===== config.mk =====
export PLATFORM = sky130hd
export DESIGN_NAME = conv_frame_ctrl_flat
export DESIGN_NICKNAME = d
export VERILOG_FILES = /design/src/rtl/conv_frame_ctrl_if.sv /design/src/rtl/conv_frame_ctrl.sv /design/src/flat_wrapper.sv
export SDC_FILE = /design/constraint.sdc
export NUM_CORES = 1
export LEC_CHECK = 0
export ABC_AREA = 1
export BUFFER_PORTS_ARGS = -buffer_cell sky130_fd_sc_hd__clkbuf_2
export CORE_ASPECT_RATIO = 1.2
export CORE_MARGIN = 2
export CORE_UTILIZATION = 55
export DETAILED_ROUTE_END_ITERATION = 7
export GPL_ROUTABILITY_DRIVEN = 0
export PLACE_DENSITY = 0.77
export SETUP_SLACK_MARGIN = 0.15
export SYNTH_ARGS = -nofsm -noshare
export SYNTH_HDL_FRONTEND = slang
export SYNTH_SLANG_ARGS = --single-unit

===== constraint.sdc =====
create_clock -name iCLK -period 2.15 [get_ports iCLK]
set_input_delay 0.215 -clock iCLK [delete_from_list [all_inputs] [get_ports iCLK]]
set_output_delay 0.215 -clock iCLK [all_outputs]
set_load 0.02 [all_outputs]

===== src/rtl/conv_frame_ctrl_if.sv =====
// Pixel-stream bundle feeding the frame sequencer.
// Carries data-valid plus the column/row counters.
interface conv_frame_ctrl_if;
  logic        iDVAL;
  logic [10:0] iX_Cont;
  logic [10:0] iY_Cont;

  modport master (
    output iDVAL,
    output iX_Cont,
    output iY_Cont
  );

  modport slave (
    input iDVAL,
    input iX_Cont,
    input iY_Cont
  );
endinterface


===== src/rtl/conv_frame_ctrl.sv =====
// Frame sequencer for the Sobel edge path: switch debounce,
// SOF-aligned direction changes, warm-up masking, edge window.
module conv_frame_ctrl #(
  parameter int X_LO           = 10,
  parameter int X_HI           = 1269,
  parameter int Y_LO           = 10,
  parameter int Y_HI           = 939,
  parameter int DEB_CYCLES     = 50000,
  parameter int TIMEOUT_CYC    = 4000000,
  parameter int MASK_ON_SWITCH = 1
) (
  input  logic                 iCLK,
  input  logic                 iRST,
  input  logic                 iSW,
  conv_frame_ctrl_if.slave     pix,
  output logic                 oIsHorz,
  output logic                 oEdgeEn,
  output logic                 oModePend,
  output logic [15:0]          oFrameCnt,
  output logic [1:0]           oState
);

  typedef enum logic [1:0] {
    WAIT_SOF = 2'b00,
    WARM     = 2'b01,
    RUN      = 2'b10
  } state_t;

  localparam int DW = $clog2(DEB_CYCLES);
  localparam int TW = $clog2(TIMEOUT_CYC + 1);

  localparam logic [DW-1:0] DEB_MAX = DW'(DEB_CYCLES - 1);
  localparam logic [TW-1:0] TO_MAX  = TW'(TIMEOUT_CYC);

  localparam logic [10:0] XLO = 11'(X_LO);
  localparam logic [10:0] XHI = 11'(X_HI);
  localparam logic [10:0] YLO = 11'(Y_LO);
  localparam logic [10:0] YHI = 11'(Y_HI);

  state_t        state;
  state_t        stateNxt;
  logic          horzLd;
  logic          swMeta;
  logic          swSync;
  logic          swDeb;
  logic [DW-1:0] debCnt;
  logic [TW-1:0] toCnt;
  logic          timedOut;
  logic          sofArmed;
  logic          sof;
  logic          inWin;

  assign sof = pix.iDVAL
             && (pix.iX_Cont == 11'd0)
             && (pix.iY_Cont == 11'd0)
             && sofArmed;

  assign timedOut = (toCnt == TO_MAX);

  assign inWin = (pix.iX_Cont >= XLO)
              && (pix.iX_Cont <= XHI)
              && (pix.iY_Cont >= YLO)
              && (pix.iY_Cont <= YHI);

  assign oState = state;

  // two-flop synchroniser for the asynchronous switch
  always_ff @(posedge iCLK or negedge iRST) begin
    if (!iRST) begin
      swMeta <= 1'b0;
      swSync <= 1'b0;
    end else begin
      swMeta <= iSW;
      swSync <= swMeta;
    end
  end

  // accept the switch only after it has been stable long enough
  always_ff @(posedge iCLK or negedge iRST) begin
    if (!iRST) begin
      swDeb  <= 1'b0;
      debCnt <= '0;
    end else if (swSync == swDeb) begin
      debCnt <= '0;
    end else if (debCnt == DEB_MAX) begin
      swDeb  <= swSync;
      debCnt <= '0;
    end else begin
      debCnt <= debCnt + DW'(1);
    end
  end

  // one SOF per frame: re-armed once the row counter leaves 0
  always_ff @(posedge iCLK or negedge iRST) begin
    if (!iRST) begin
      sofArmed <= 1'b0;
    end else if (sof) begin
      sofArmed <= 1'b0;
    end else if (pix.iY_Cont != 11'd0) begin
      sofArmed <= 1'b1;
    end
  end

  // stream-lost detector, saturating
  always_ff @(posedge iCLK or negedge iRST) begin
    if (!iRST) begin
      toCnt <= '0;
    end else if (pix.iDVAL) begin
      toCnt <= '0;
    end else if (!timedOut) begin
      toCnt <= toCnt + TW'(1);
    end
  end

  // frame counter, counts every SOF regardless of state
  always_ff @(posedge iCLK or negedge iRST) begin
    if (!iRST) begin
      oFrameCnt <= 16'd0;
    end else if (sof) begin
      oFrameCnt <= oFrameCnt + 16'd1;
    end
  end

  // state, applied direction, pending flag and edge enable
  always_ff @(posedge iCLK or negedge iRST) begin
    if (!iRST) begin
      state     <= WAIT_SOF;
      oIsHorz   <= 1'b0;
      oModePend <= 1'b0;
      oEdgeEn   <= 1'b0;
    end else begin
      state     <= stateNxt;
      oModePend <= (swDeb != oIsHorz);
      oEdgeEn   <= (state == RUN) && inWin;
      if (horzLd) begin
        oIsHorz <= swDeb;
      end
    end
  end

  // next state; timeout outranks SOF once the stream was live
  always_comb begin
    stateNxt = state;
    horzLd   = 1'b0;
    unique case (state)
      WAIT_SOF: begin
        if (sof) begin
          stateNxt = WARM;
          horzLd   = 1'b1;
        end
      end
      WARM: begin
        if (timedOut) begin
          stateNxt = WAIT_SOF;
        end else if (sof) begin
          stateNxt = RUN;
          horzLd   = 1'b1;
        end
      end
      RUN: begin
        if (timedOut) begin
          stateNxt = WAIT_SOF;
        end else if (sof && (swDeb != oIsHorz)) begin
          horzLd   = 1'b1;
          stateNxt = (MASK_ON_SWITCH != 0) ? WARM : RUN;
        end
      end
      default: begin
        stateNxt = WAIT_SOF;
      end
    endcase
  end

endmodule


===== src/flat_wrapper.sv =====
// flat-port wrapper written by rule: the top's interface ports become plain ports
module conv_frame_ctrl_flat 
#(
  parameter int X_LO           = 10,
  parameter int X_HI           = 1269,
  parameter int Y_LO           = 10,
  parameter int Y_HI           = 939,
  parameter int DEB_CYCLES     = 50000,
  parameter int TIMEOUT_CYC    = 4000000,
  parameter int MASK_ON_SWITCH = 1
)
  (iCLK, iRST, iSW, oIsHorz, oEdgeEn, oModePend, oFrameCnt, oState, pix_iDVAL, pix_iX_Cont, pix_iY_Cont);
  conv_frame_ctrl_if pix_i ();
  input  logic iCLK;
  input  logic iRST;
  input  logic iSW;
  output logic oIsHorz;
  output logic oEdgeEn;
  output logic oModePend;
  output logic [15:0] oFrameCnt;
  output logic [1:0] oState;
  input wire logic [$bits(pix_i.iDVAL)-1:0] pix_iDVAL;
  input wire logic [$bits(pix_i.iX_Cont)-1:0] pix_iX_Cont;
  input wire logic [$bits(pix_i.iY_Cont)-1:0] pix_iY_Cont;
  assign pix_i.iDVAL = pix_iDVAL;
  assign pix_i.iX_Cont = pix_iX_Cont;
  assign pix_i.iY_Cont = pix_iY_Cont;
  conv_frame_ctrl #(.X_LO(X_LO), .X_HI(X_HI), .Y_LO(Y_LO), .Y_HI(Y_HI), .DEB_CYCLES(DEB_CYCLES), .TIMEOUT_CYC(TIMEOUT_CYC), .MASK_ON_SWITCH(MASK_ON_SWITCH)) u_core (.iCLK(iCLK), .iRST(iRST), .iSW(iSW), .pix(pix_i), .oIsHorz(oIsHorz), .oEdgeEn(oEdgeEn), .oModePend(oModePend), .oFrameCnt(oFrameCnt), .oState(oState));
endmodule

# Yosys cells after proc, flatten, opt, wreduce, memory -nomap -nowiden
# Cells that the tools add are included.
[word_totals]
inputBits = 26
elab_cells = 61
output_inout_bits = 21
reg_bits = 63
mem_bits_rw = 0
latchBits = 0
n_memories = 0
rom_bits = 0
[op_classes]
reduce_logical = 15
n_div = 0
add_sub_neg = 3
n_shift = 0
eq_ne = 10
multipliers = 0
order_cmp = 4
bitwise = 1
muxes = 17
[ops]
columns = ["operator", "count"]
rows = [
  ["$mux W22", 2],
  ["$add A16 B1 Y16 const B", 2],
  ["$mux W16", 2],
  ["$add A22 B1 Y22 const B", 1],
  ["$eq A22 B22 Y1 const B", 1],
  ["$ge A11 B4 Y1 const B", 2],
  ["$logic_not A11 Y1", 2],
  ["$eq A16 B16 Y1 const B", 1],
  ["$le A11 B10 Y1 const B", 1],
  ["$le A11 B11 Y1 const B", 1],
  ["$reduce_bool A11 Y1", 1],
  ["$mux W2", 5],
  ["$logic_and A1 B1 Y1", 8],
  ["$mux W1", 6],
  ["$pmux W2 S3", 1],
  ["$ne A3 B1 Y1 const B", 1],
  ["$ne A3 B2 Y1 const B", 1],
  ["$pmux W1 S3", 1],
  ["$reduce_and A3 Y1", 1],
  ["$eq A2 B1 Y1 const B", 1],
  ["$eq A2 B2 Y1 const B", 1],
  ["$logic_not A2 Y1", 1],
  ["$ne A2 B1 Y1 const B", 1],
  ["$ne A2 B2 Y1 const B", 1],
  ["other kinds (5)", 5],
]

# Longest topological paths before layout
# Gate-level depths: netlist of run 1.
[logic_depth]
word_depth = 8
depth_mapped = 13

# Least setup slack after synthesis of run 1
# OpenSTA, ideal clock, no wires.
[synth_path]
kind = "reg2reg"
from = "register u_core.toCnt[0]"
to = "register u_core.toCnt[14]"
setup_ns = 0.125
stages_incl_launch_ff = 9
arrival_time_ns = 1.368
t_required_ns = 2.025
slack_ns = 0.657
synth_period_minus_slack_ns = 1.493
path_buffers = 0
path_cell_list = "dfrtp_1 > ha_1 > nand3_2 > nor2_4 > nand3_4 > nor2_4 > inv_2 > nor3_1 > nor3_2"
[synth_between]
elab_chain_len = 3
[synth_rtl]
columns = ["item", "line_no", "source"]
rows = [
  ["start, declared", "conv_frame_ctrl.sv:47", "logic [TW-1:0] toCnt;"],
  ["start signal, assigned", "conv_frame_ctrl.sv:111", "toCnt <= toCnt + TW'(1);"],
  ["$add A22 B1 Y22", "conv_frame_ctrl.sv:111", ""],
  ["$mux W22", "conv_frame_ctrl.sv:110", "end else if (!timedOut) begin"],
  ["$mux W22", "conv_frame_ctrl.sv:108", "end else if (pix.iDVAL) begin"],
]
# Several ways; a longest one is shown, not always the timed one. The select of a mux whose other input is x is not followed.
# A chain may end at the register's enable or synchronous reset.

# Worst setup path in the final report of run 1
[layout_path]
from = "register u_core.toCnt[1]"
to = "register u_core.toCnt[14]"
# The elaborated chain is that of the path after synthesis.

==> results of run 1 <==
logic make-up after synthesis:
kind of cell             after synthesis
buffers and inverters                 70
adder cells (fa/ha/maj)                4
XOR/XNOR                              21
AND/OR/NAND/NOR                      248
flip-flops                            63
multiplexers                           1
AO/OA/AOI/OAI                         51
cells in the mapped netlist:
cell type   n
nand2_1    88
dfrtp_1    63
inv_1      62
nor2_1     54
nand3_1    38
a21oi_1    21
o21ai_0    20
nor3_1     19
nand4_1    13
xor2_1     13
nor2_2      9
xnor2_1     8
nor3b_1     6
ha_1        4
nand3_2     4
nor4_1      4
inv_2       3
nor2_4      3
nor3_2      3
a31oi_1     2
clkbuf_1    2
nand2_2     2
o21a_1      2
a211oi_1    1
a21oi_2     1
and3_1      1
buf_1       1
buf_2       1
buf_4       1
mux2_2      1
nand3_4     1
nand4_2     1
nor2_8      1
nor3_4      1
o211a_1     1
o211ai_1    1
o21ai_1     1
o21bai_1    1
per-stage QoR:
step	power, mW	instances	worst slack [ps]	area [µm²]	util
floorplan	1.37	458	657	3580	-
global placement	1.45	585	578	3920	0.615
detailed placement	1.46	585	481	3920	0.615
CTS	2.49	603	464	4130	0.649
global route	2.57	603	274	4130	0.649
finish	2.48	603	468	4130	0.649
placed cells by master (no fill, tap or decap), types with 8 or more instances in the layout:
cell       n
nand2_1   88
dfrtp_1   63
inv_1     62
nor2_1    54
clkbuf_2  46
nand3_1   38
a21oi_1   21
o21ai_0   20
nor3_1    19
nand4_1   13
xor2_1    13
nor2_2     9
clkbuf_8   9
xnor2_1    8
sequential cells by signal (all words and copies together) (netlist names):
name / count
u_core.oFrameCnt: 16
u_core.swSync: 1
u_core.debCnt: 16
u_core.oEdgeEn: 1
u_core.oModePend: 1
u_core.swMeta: 1
u_core.toCnt: 22
u_core.swDeb: 1
u_core.sofArmed: 1
u_core.oIsHorz: 1
u_core.oState: 2
where the power goes:
part | switching, mW | internal, mW
clock network | 0.497 | 0.536
logic | 0.141 | 0.0745
registers | 0.0256 | 1.20
total | 0.664 | 1.82
layout make-up:
cell class / instances / area [µm²]
Fill cell: 545 / 2230
Multi-Input combinational cell: 325 / 1740
Sequential cell: 63 / 1580
Timing Repair Buffer: 49 / 270
Inverter: 65 / 244
Clock buffer: 9 / 124
Tap cell: 85 / 106
Clock inverter: 7 / 73.8
what timing repair did:
action                                  in CTS  in global routing
endpoints found under the setup margin       0                  0
endpoints found under the hold margin       23                  0
hold buffers                                 2                  0
critical path, delay by kind of cell, from the launching register on:
| kind | cells | cell delay, ps |
|---|---|---|
| AOI/OAI and AO/OA | 1 | 80 |
| DFF | 1 | 420 |
| adders and majority gates | 1 | 280 |
| and+or+nand+nor | 6 | 750 |
| buffers and inverters | 1 | 70 |
per-layer routing:
| metal | global-route usage | vias up | part of all wire |
|---|---|---|---|
| li1 | - | 1608 | - |
| met2 | 0.383 | 76 | 0.49 |
| met3 | 0.0380 | 15 | 0.044 |
| met4 | 0.106 | 0 | 0.022 |
| met1 | 0.301 | 1484 | 0.45 |
| met5 | 0 | - | 0 |
worst paths after layout:
| kind | from | endpoint | slack, ps | cells past startpoint |
|---|---|---|---|---|
| worst max register to register | u_core.toCnt[1]$_DFFE_PN0P_ | u_core.toCnt[14]$_DFFE_PN0P_ | 470 | 9 |
| worst min register to register | u_core.swMeta$_DFF_PN0_ | u_core.swSync$_DFF_PN0_ | 350 | 0 |
| worst min-delay path | pix_iDVAL | u_core.toCnt[18]$_DFFE_PN0P_ | 170 | 2 |
| max in group asynchronous | iRST | u_core.toCnt[2]$_DFFE_PN0P_ | 1100 | 3 |
| min in group asynchronous | iRST | u_core.toCnt[12]$_DFFE_PN0P_ | 420 | 2 |
| worst max-delay path | u_core.toCnt[1]$_DFFE_PN0P_ | u_core.toCnt[14]$_DFFE_PN0P_ | 470 | 9 |
==> impl_metrics.py, run 1 <==
metrics = {
    "grt": {
        "grt_first_pass_wirelength_um": 13400,
        "groute.usage.overall": 0.232,
        "antenna_found_initial": 0,
        "grt-ovfl-total": 0,
        "grt_pass1_vias": 3089,
        "grt_max_degree": 42,
    },
    "logic_synthesis": {
        "synth-xor-area-share": 0.0513,
        "ys_ff_latch": 63,
        "synth_mux_area_frac": 0.00314,
        "syn_nets": 488,
        "synth_top_cell_by_area": "dfrtp_1",
        "seq_area_frac_synth": 0.440,
        "yosys_warnings": 0,
        "synth_area_um2": 3580,
        "yosysUniqueCellTypes": 38,
        "synth_adder_area_share": 0.0140,
        "synthSimpleGateAreaFrac": 0.339,
        "synth_top_area_share": 0.440,
        "synthTopCellsByArea": "dfrtp_1 (44%), nand2_1 (9.2%), inv_1 (6.5%), nor2_1 (5.7%), nand3_1 (5.3%)",
        "syn_avg_cell_area_um2": 7.82,
        "synth_cells": 458,
        "synth-compound-area-share": 0.0779,
        "synth_top_family_by_area": "simple AND/OR/NAND/NOR gates",
    },
    "critical_path": {
        "worst-path-max-fanout": 5,
        "cpMostUsedCell": "nor2_4",
        "cp-start-kind": "register",
        "critPathSlowestCell": "dfrtp_1",
        "end_kind": "register",
        "cp_cell_sequence": "ha_1 -> nand3_2 -> nor2_4 -> nand3_4 -> nor2_4 -> inv_2 -> nor2_8 -> a21oi_1 -> nor3_2",
        "crit_required_ps": 2420,
        "cp.arrival_ps": 1950,
        "critPathKind": "reg -> reg",
        "max_stage_delay_ps": 420,
    },
    "floorplan": {
        "start_util": 0.563,
        "fp.dieH_um": 92.4,
        "core_um2": 6370,
        "ios": 47,
        "die_area_um2": 7180,
        "fp-row-count": 32,
        "die_w_um": 77.7,
    },
    "clock_tree": {
        "clockBufferDepth": 2,
        "cts_resized": 0,
        "cts_tree": "built",
        "cts_made_buffers": 9,
        "postCtsSetupBuffers": 0,
        "insertion_delay_ps": 350,
        "cts.clk_slew.worst_paths_ps": 70,
        "clock_sinks": 63,
        "cts-root-buf": "clkbuf_8",
        "htreeDepth": 3,
    },
    "timing": {
        "finalMaxSlewViolations": 0,
        "fin_crit_sh": 0.782,
        "hold_viol_final": 0,
        "min_period_ps": 1680,
        "maxSlewHeadroom": 0.572,
        "fmax_mhz": 595,
        "tns_ps": 0,
        "setup_viol_count_final": 0,
        "rsz0062_at_grt": "false",
        "tightest_slew_ps": 642,
        "finalClockSkew_ps": 8.43,
        "whs_ps": 166,
    },
    "pwr": {
        "peakVddDrop_v": 0.000393,
        "power_density_nw_per_um2": 600,
        "leakagePower_nw": 1.97,
    },
    "routing": {
        "drc": 0,
        "wire_per_inst_um": 12.6,
        "routed_wl_um": 7600,
        "viasPerCell": 5.28,
        "vias": 3183,
        "first_pass_iters": 5,
        "drt.antenna.violating_nets": 0,
        "first_iter_violations": 218,
    },
    "finish": {
        "syn_to_final_growth_pct": 15.4,
        "nets": 543,
        "n_antenna_cell": 0,
        "drive_above_1_share": 0.180,
    },
    "placement": {
        "io_buffers": 46,
        "place_hpwl_um": 5580,
    },
    "flow_run": {
        "drv_cap": 0,
    },
    "hold_path": {
        "min_path_type": "in -> reg",
    },
    "outcome": {
        "status": "finished, final reports clean",
    },
}
No activity file was read; power rests on OpenSTA's default activity.
==> inputs of run 2 (changes only) <==
--- a/config.mk
+++ b/config.mk
@@ -9,10 +9,10 @@
 export BUFFER_PORTS_ARGS = -buffer_cell sky130_fd_sc_hd__clkbuf_2
 export CORE_ASPECT_RATIO = 1.2
 export CORE_MARGIN = 2
-export CORE_UTILIZATION = 55
+export CORE_UTILIZATION = 52
 export DETAILED_ROUTE_END_ITERATION = 7
 export GPL_ROUTABILITY_DRIVEN = 0
-export PLACE_DENSITY = 0.77
+export PLACE_DENSITY = 0.76
 export SETUP_SLACK_MARGIN = 0.15
 export SYNTH_ARGS = -nofsm -noshare
 export SYNTH_HDL_FRONTEND = slang
==> constraint.sdc (replaced) <==
create_clock -name iCLK -period 1.5 [get_ports iCLK]
set_input_delay 0.15 -clock iCLK [delete_from_list [all_inputs] [get_ports iCLK]]
set_output_delay 0.15 -clock iCLK [all_outputs]
set_load 0.02 [all_outputs]
==> run 2 against run 1 <==
  * The flow now finishes with violations (negative setup slack)
  * Via count up 11%
  * Fmax grew 6.5%
  * Clock skew down 1.5 ps
  * First-iteration DRC count is 26% lower
  * Flip-flop and latch count unchanged
  * Largest power group unchanged
  * Highest routed layer unchanged
==> impl_metrics.py, run 2 (same netlist as run 1, synthesis figures left out) <==
metrics = {
    "pwr": {
        "seqPwrFrac": 0.460,
        "clockPowerShare": 0.438,
        "power_density_nw_per_um2": 768,
        "p_switching_mw": 0.998,
        "p_comb_frac": 0.102,
        "switching_share": 0.258,
        "intPower_mw": 2.86,
        "fin_total_pwr_mw": 3.86,
        "peakVddDrop_v": 0.000597,
        "leakagePower_nw": 2.35,
    },
    "critical_path": {
        "startpoint": "u_core.toCnt[0]$_DFFE_PN0P_",
        "end_kind": "register",
        "worst-path-max-fanout": 4,
        "cp.arrival_ps": 1820,
        "cp-start-kind": "register",
        "r2r_end": "u_core.oIsHorz$_DFFE_PN0P_",
        "rr_worst_depth": 13,
        "crit_required_ps": 1740,
        "reg2reg_from": "u_core.toCnt[0]$_DFFE_PN0P_",
        "ff2ff_setup_slack_ps": -80,
        "critPathCapture": "u_core.oIsHorz$_DFFE_PN0P_",
        "critPathKind": "reg -> reg",
    },
    "finish": {
        "fin_util": 0.742,
        "largestRegisters": "u_core.toCnt (22), u_core.debCnt (16), u_core.oFrameCnt (16)",
        "nets": 587,
        "fin_cells": 649,
        "final_cell_mix": "nand2_1 (73), inv_1 (54), dfrtp_1 (52), clkbuf_2 (46), nor2_1 (40)",
        "stdcell_area_um2": 5020,
        "drive_above_1_share": 0.406,
        "mostFrequentLayoutCell": "nand2_1",
        "syn_to_final_growth_pct": 40.2,
        "regMostFlops": "u_core.toCnt",
        "largest_reg_flops": 22,
        "n_antenna_cell": 0,
    },
    "routing": {
        "first_iter_violations": 161,
        "viasPerCell": 5.42,
        "routed_wl_um": 9900,
        "drt.antenna.violating_nets": 0,
        "wire_per_inst_um": 15.3,
        "drc": 0,
        "vias": 3520,
        "first_pass_iters": 5,
    },
    "timing": {
        "min_period_ps": 1580,
        "fin_crit_sh": 1.05,
        "fmax_mhz": 633,
        "setup_viol_count_final": 6,
        "setup_slack_ps": -79.1,
        "finalMaxSlewViolations": 0,
        "hold_viol_final": 0,
        "finalClockSkew_ps": 6.97,
        "whs_ps": 110,
        "tns_ps": -201,
        "rsz0062_at_grt": "true",
        "tightest_slew_ps": 472,
        "maxSlewHeadroom": 0.685,
    },
    "placement": {
        "place_hpwl_um": 6030,
        "dpl-instance-area_um2": 4120,
        "dp_cells": 610,
        "pre_cts_ws_ps": -44.8,
        "io_buffers": 46,
    },
    "floorplan": {
        "core_um2": 6770,
        "die_w_um": 79.8,
        "fp-row-count": 33,
        "start_util": 0.529,
        "ios": 47,
        "fp.dieH_um": 94.9,
        "die_area_um2": 7570,
    },
    "outcome": {
        "status": "finished with violations",
        "failed_checks": "negative setup slack",
    },
    "clock_tree": {
        "insertion_delay_ps": 340,
        "clock_sinks": 63,
        "cts_made_buffers": 9,
        "cts.clk_slew.worst_paths_ps": 80,
        "htreeDepth": 3,
        "clockBufferDepth": 2,
        "cts_tree": "built",
        "cts-root-buf": "clkbuf_8",
    },
    "grt": {
        "grt_first_pass_wirelength_um": 14800,
        "groute.usage.overall": 0.249,
        "grt-ovfl-total": 0,
        "grt_pass1_vias": 3350,
        "grt_max_degree": 64,
        "antenna_found_initial": 0,
    },
    "flow_run": {
        "drv_cap": 0,
    },
    "hold_path": {
        "min_path_type": "in -> reg",
    },
}
run 2: routing by layer:
layer / GRT usage / wire length [µm] / up-vias
li1: - / - / 1691
met1: 0.292 / 3840 / 1703
met2: 0.443 / 5410 / 100
met3: 0.0382 / 372 / 26
met4: 0.117 / 272 / 0
met5: 0 / 0 / -
run 2: timing repair:
action / in CTS / in global routing
buffers inserted: 6 / 15
hold buffers: 2 / 0
pin swaps: 8 / 34
endpoints found under the setup margin: 36 / 44
gates cloned: 0 / 0
hold endpoints to repair: 64 / 0
resized for setup: 53 / 74
run 2: layout make-up:
type	count	area (µm²)
fill	477	1750
sequential	63	1590
tap	87	109
timing repair buffer	93	651
inverter	65	246
multi-input combinational	325	2200
clock buffer	11	141
clock inverter	5	81.3
run 2: worst min-delay path by stage:
stage          depth (start not counted)                            to       startpoint  slack (ps)
2_1_floorplan                          0    u_core.debCnt[0]$_DFF_PN0_             iRST        -150
3_3_place_gp                           2    u_core.debCnt[4]$_DFF_PN0_             iRST         200
3_5_place_dp                           2    u_core.debCnt[6]$_DFF_PN0_             iRST         200
4_1_cts                                2  u_core.toCnt[14]$_DFFE_PN0P_        pix_iDVAL         100
5_1_grt                                2  u_core.toCnt[14]$_DFFE_PN0P_        pix_iDVAL         140
6_report                               4      u_core.oEdgeEn$_DFF_PN0_  pix_iY_Cont[10]         110
run 2: power groups by stage:
stage	clock network (mW)	registers [mW]	logic [mW]
floorplan	0	1.81	0.159
global placement	0	1.79	0.313
detailed placement	0	1.80	0.323
CTS	1.69	1.77	0.350
global route	1.77	1.78	0.442
finish	1.69	1.77	0.394
run 2: worst max-delay path, stage by stage, from the launching register on:
cell	delay, ps
dfrtp_2	450
inv_2	100
ha_4	150
nand2_2	50
inv_2	60
nand2_2	50
nor2_2	110
nand3_2	110
nand3_2	90
nand3_2	90
nand2_2	70
nand2_1	50
nand2_1	60
inv_1	40
==> inputs of run 3 (changes only) <==
--- a/config.mk
+++ b/config.mk
@@ -7,12 +7,14 @@
 export LEC_CHECK = 0
 export ABC_AREA = 1
 export BUFFER_PORTS_ARGS = -buffer_cell sky130_fd_sc_hd__clkbuf_2
+export CELL_PAD_IN_SITES_DETAIL_PLACEMENT = 0
+export CELL_PAD_IN_SITES_GLOBAL_PLACEMENT = 2
 export CORE_ASPECT_RATIO = 1.2
 export CORE_MARGIN = 2
-export CORE_UTILIZATION = 52
+export CORE_UTILIZATION = 30
 export DETAILED_ROUTE_END_ITERATION = 7
 export GPL_ROUTABILITY_DRIVEN = 0
-export PLACE_DENSITY = 0.76
+export PLACE_DENSITY_LB_ADDON = 0.1
 export SETUP_SLACK_MARGIN = 0.15
 export SYNTH_ARGS = -nofsm -noshare
 export SYNTH_HDL_FRONTEND = slang
==> run 3 against run 2 <==
  * The flow still finishes with violations (negative setup slack)
  * Sequential power about the same
  * Final cell count up 17%
  * Die area up 70%
  * Critical endpoint is now u_core.toCnt[0]$_DFFE_PN0P_
  * Fmax up 0.17%
  * Critical path depth down 2
  * Clock power up 13%
  * Highest routed layer unchanged
  * Global-route usage down 9.1 points
  * Setup slack better by 2.7 ps
  * Via count down 0.63%
  * Final area up 8.7%
  * Utilization down 27 points
==> impl_metrics.py, run 3 (same netlist as run 1, synthesis figures left out) <==
metrics = {
    "routing": {
        "viasPerCell": 4.60,
        "routed_wl_um": 9680,
        "first_iter_violations": 100,
        "drt.antenna.violating_nets": 0,
        "wire_per_inst_um": 12.7,
        "first_pass_iters": 4,
        "vias": 3498,
        "drc": 0,
    },
    "finish": {
        "stdcell_area_um2": 5460,
        "largestRegisters": "u_core.toCnt (22), u_core.debCnt (16), u_core.oFrameCnt (16)",
        "fin_cells": 760,
        "largest_reg_flops": 22,
        "regMostFlops": "u_core.toCnt",
        "final_cell_mix": "nand2_1 (75), buf_4 (66), inv_1 (55), dfrtp_1 (54), clkbuf_2 (45)",
        "n_antenna_cell": 0,
        "drive_above_1_share": 0.438,
        "fin_util": 0.470,
        "mostFrequentLayoutCell": "nand2_1",
        "nets": 628,
        "syn_to_final_growth_pct": 52.4,
    },
    "critical_path": {
        "end_kind": "register",
        "cp_cell_sequence": "inv_2 -> buf_4 -> buf_6 -> buf_4 -> buf_6 -> buf_4 -> buf_6 -> buf_6 -> buf_6 -> nand3_2 -> nand2_1",
        "cp.arrival_ps": 1800,
        "path_buf_inv": 9,
        "cpMostUsedCell": "buf_6",
        "ff2ff_setup_slack_ps": -80,
        "critical_path.top_delay_family": "buffers and inverters",
        "max_stage_delay_ps": 410,
        "worst-path-max-fanout": 4,
        "cp-start-kind": "register",
        "critPathKind": "reg -> reg",
        "crit_required_ps": 1720,
        "critPathSlowestCell": "dfrtp_1",
    },
    "timing": {
        "finalMaxSlewViolations": 0,
        "whs_ps": 114,
        "setup_viol_count_final": 3,
        "rsz0062_at_grt": "true",
        "fmax_mhz": 634,
        "fin_crit_sh": 1.05,
        "min_period_ps": 1580,
        "hold_viol_final": 0,
        "setup_slack_ps": -76.4,
        "tightest_slew_ps": 374,
        "tns_ps": -121,
        "maxSlewHeadroom": 0.750,
        "finalClockSkew_ps": 6.79,
    },
    "floorplan": {
        "core_um2": 11600,
        "fp.dieH_um": 124,
        "die_area_um2": 12800,
        "die_w_um": 104,
        "ios": 47,
        "start_util": 0.308,
        "fp-row-count": 43,
    },
    "placement": {
        "dp_cells": 706,
        "place_hpwl_um": 7050,
        "dpl-instance-area_um2": 4430,
        "io_buffers": 46,
    },
    "clock_tree": {
        "cts-root-buf": "clkbuf_16",
        "htreeDepth": 3,
        "cts_tree": "built",
        "clockBufferDepth": 2,
        "clock_sinks": 63,
        "cts.clk_slew.worst_paths_ps": 50,
        "cts_made_buffers": 9,
        "insertion_delay_ps": 330,
    },
    "grt": {
        "grt_pass1_vias": 3397,
        "grt-ovfl-total": 0,
        "grt_max_degree": 33,
        "groute.usage.overall": 0.157,
        "antenna_found_initial": 0,
        "grt_first_pass_wirelength_um": 16000,
    },
    "outcome": {
        "failed_checks": "negative setup slack",
        "status": "finished with violations",
    },
    "pwr": {
        "power_density_nw_per_um2": 757,
        "leakagePower_nw": 2.50,
        "peakVddDrop_v": 0.000419,
    },
    "flow_run": {
        "drv_cap": 0,
    },
    "hold_path": {
        "min_path_type": "in -> reg",
    },
}
## run 3: changes by cell type in the layout (fill, tap and decap cells not counted), sizes merged
cell	delta
buf	+42
clkbuf	-3
bufinv	-2
clkinv	+2
clkinvlp	+2
## run 3: per-stage QoR
step	total power [mW]	setup WS, ps
after global routing	4.34	-138
final	4.13	-76.4
after global placement	2.15	-19.3
after CTS	4.12	-28.4
after detailed placement	2.15	-37.3
after floorplan	1.97	26.7
## run 3: repair_timing
item,CTS,global route
endpoints found under the setup margin,33,43
gates cloned,0,0
hold buffers,2,0
gates resized for setup,41,84
setup buffers,17,19
hold endpoints to repair,12,0
pin swaps,15,32
## run 3: worst paths after layout
| check | from | to | cells past startpoint |
|---|---|---|---|
| setup / recovery | u_core.toCnt[0]$_DFFE_PN0P_ | u_core.toCnt[0]$_DFFE_PN0P_ | 11 |
| hold / removal | pix_iDVAL | u_core.toCnt[18]$_DFFE_PN0P_ | 2 |
| setup reg to reg | u_core.toCnt[0]$_DFFE_PN0P_ | u_core.toCnt[0]$_DFFE_PN0P_ | 11 |
| hold reg to reg | u_core.swMeta$_DFF_PN0_ | u_core.swSync$_DFF_PN0_ | 0 |
| max in group asynchronous | iRST | u_core.oFrameCnt[4]$_DFFE_PN0P_ | 3 |
| min in group asynchronous | iRST | u_core.toCnt[14]$_DFFE_PN0P_ | 2 |
## run 3: final cells by class
type                    instances  area, µm²
clock buffers                   9        225
clock inverters                 7       50.0
fillers                      1208       6160
inverters                      65        246
multi-input cells             325       2160
flip-flops and latches         63       1590
well taps                     157        196
repair buffers                134        997
## run 3: power by group
| group | internal, mW | leakage [nW] | switching, mW |
|---|---|---|---|
| clock network | 1.11 | 0.127 | 0.798 |
| registers | 1.73 | 0.811 | 0.0399 |
| logic | 0.198 | 1.57 | 0.253 |
## run 3: per-layer routing
layer | vias to the layer above | wire length [µm] | track usage
met2 | 53 | 5210 | 0.286
met4 | 0 | 155 | 0.0650
met5 | - | 0 | 0
li1 | 1779 | - | -
met3 | 15 | 250 | 0.0272
met1 | 1651 | 4060 | 0.185
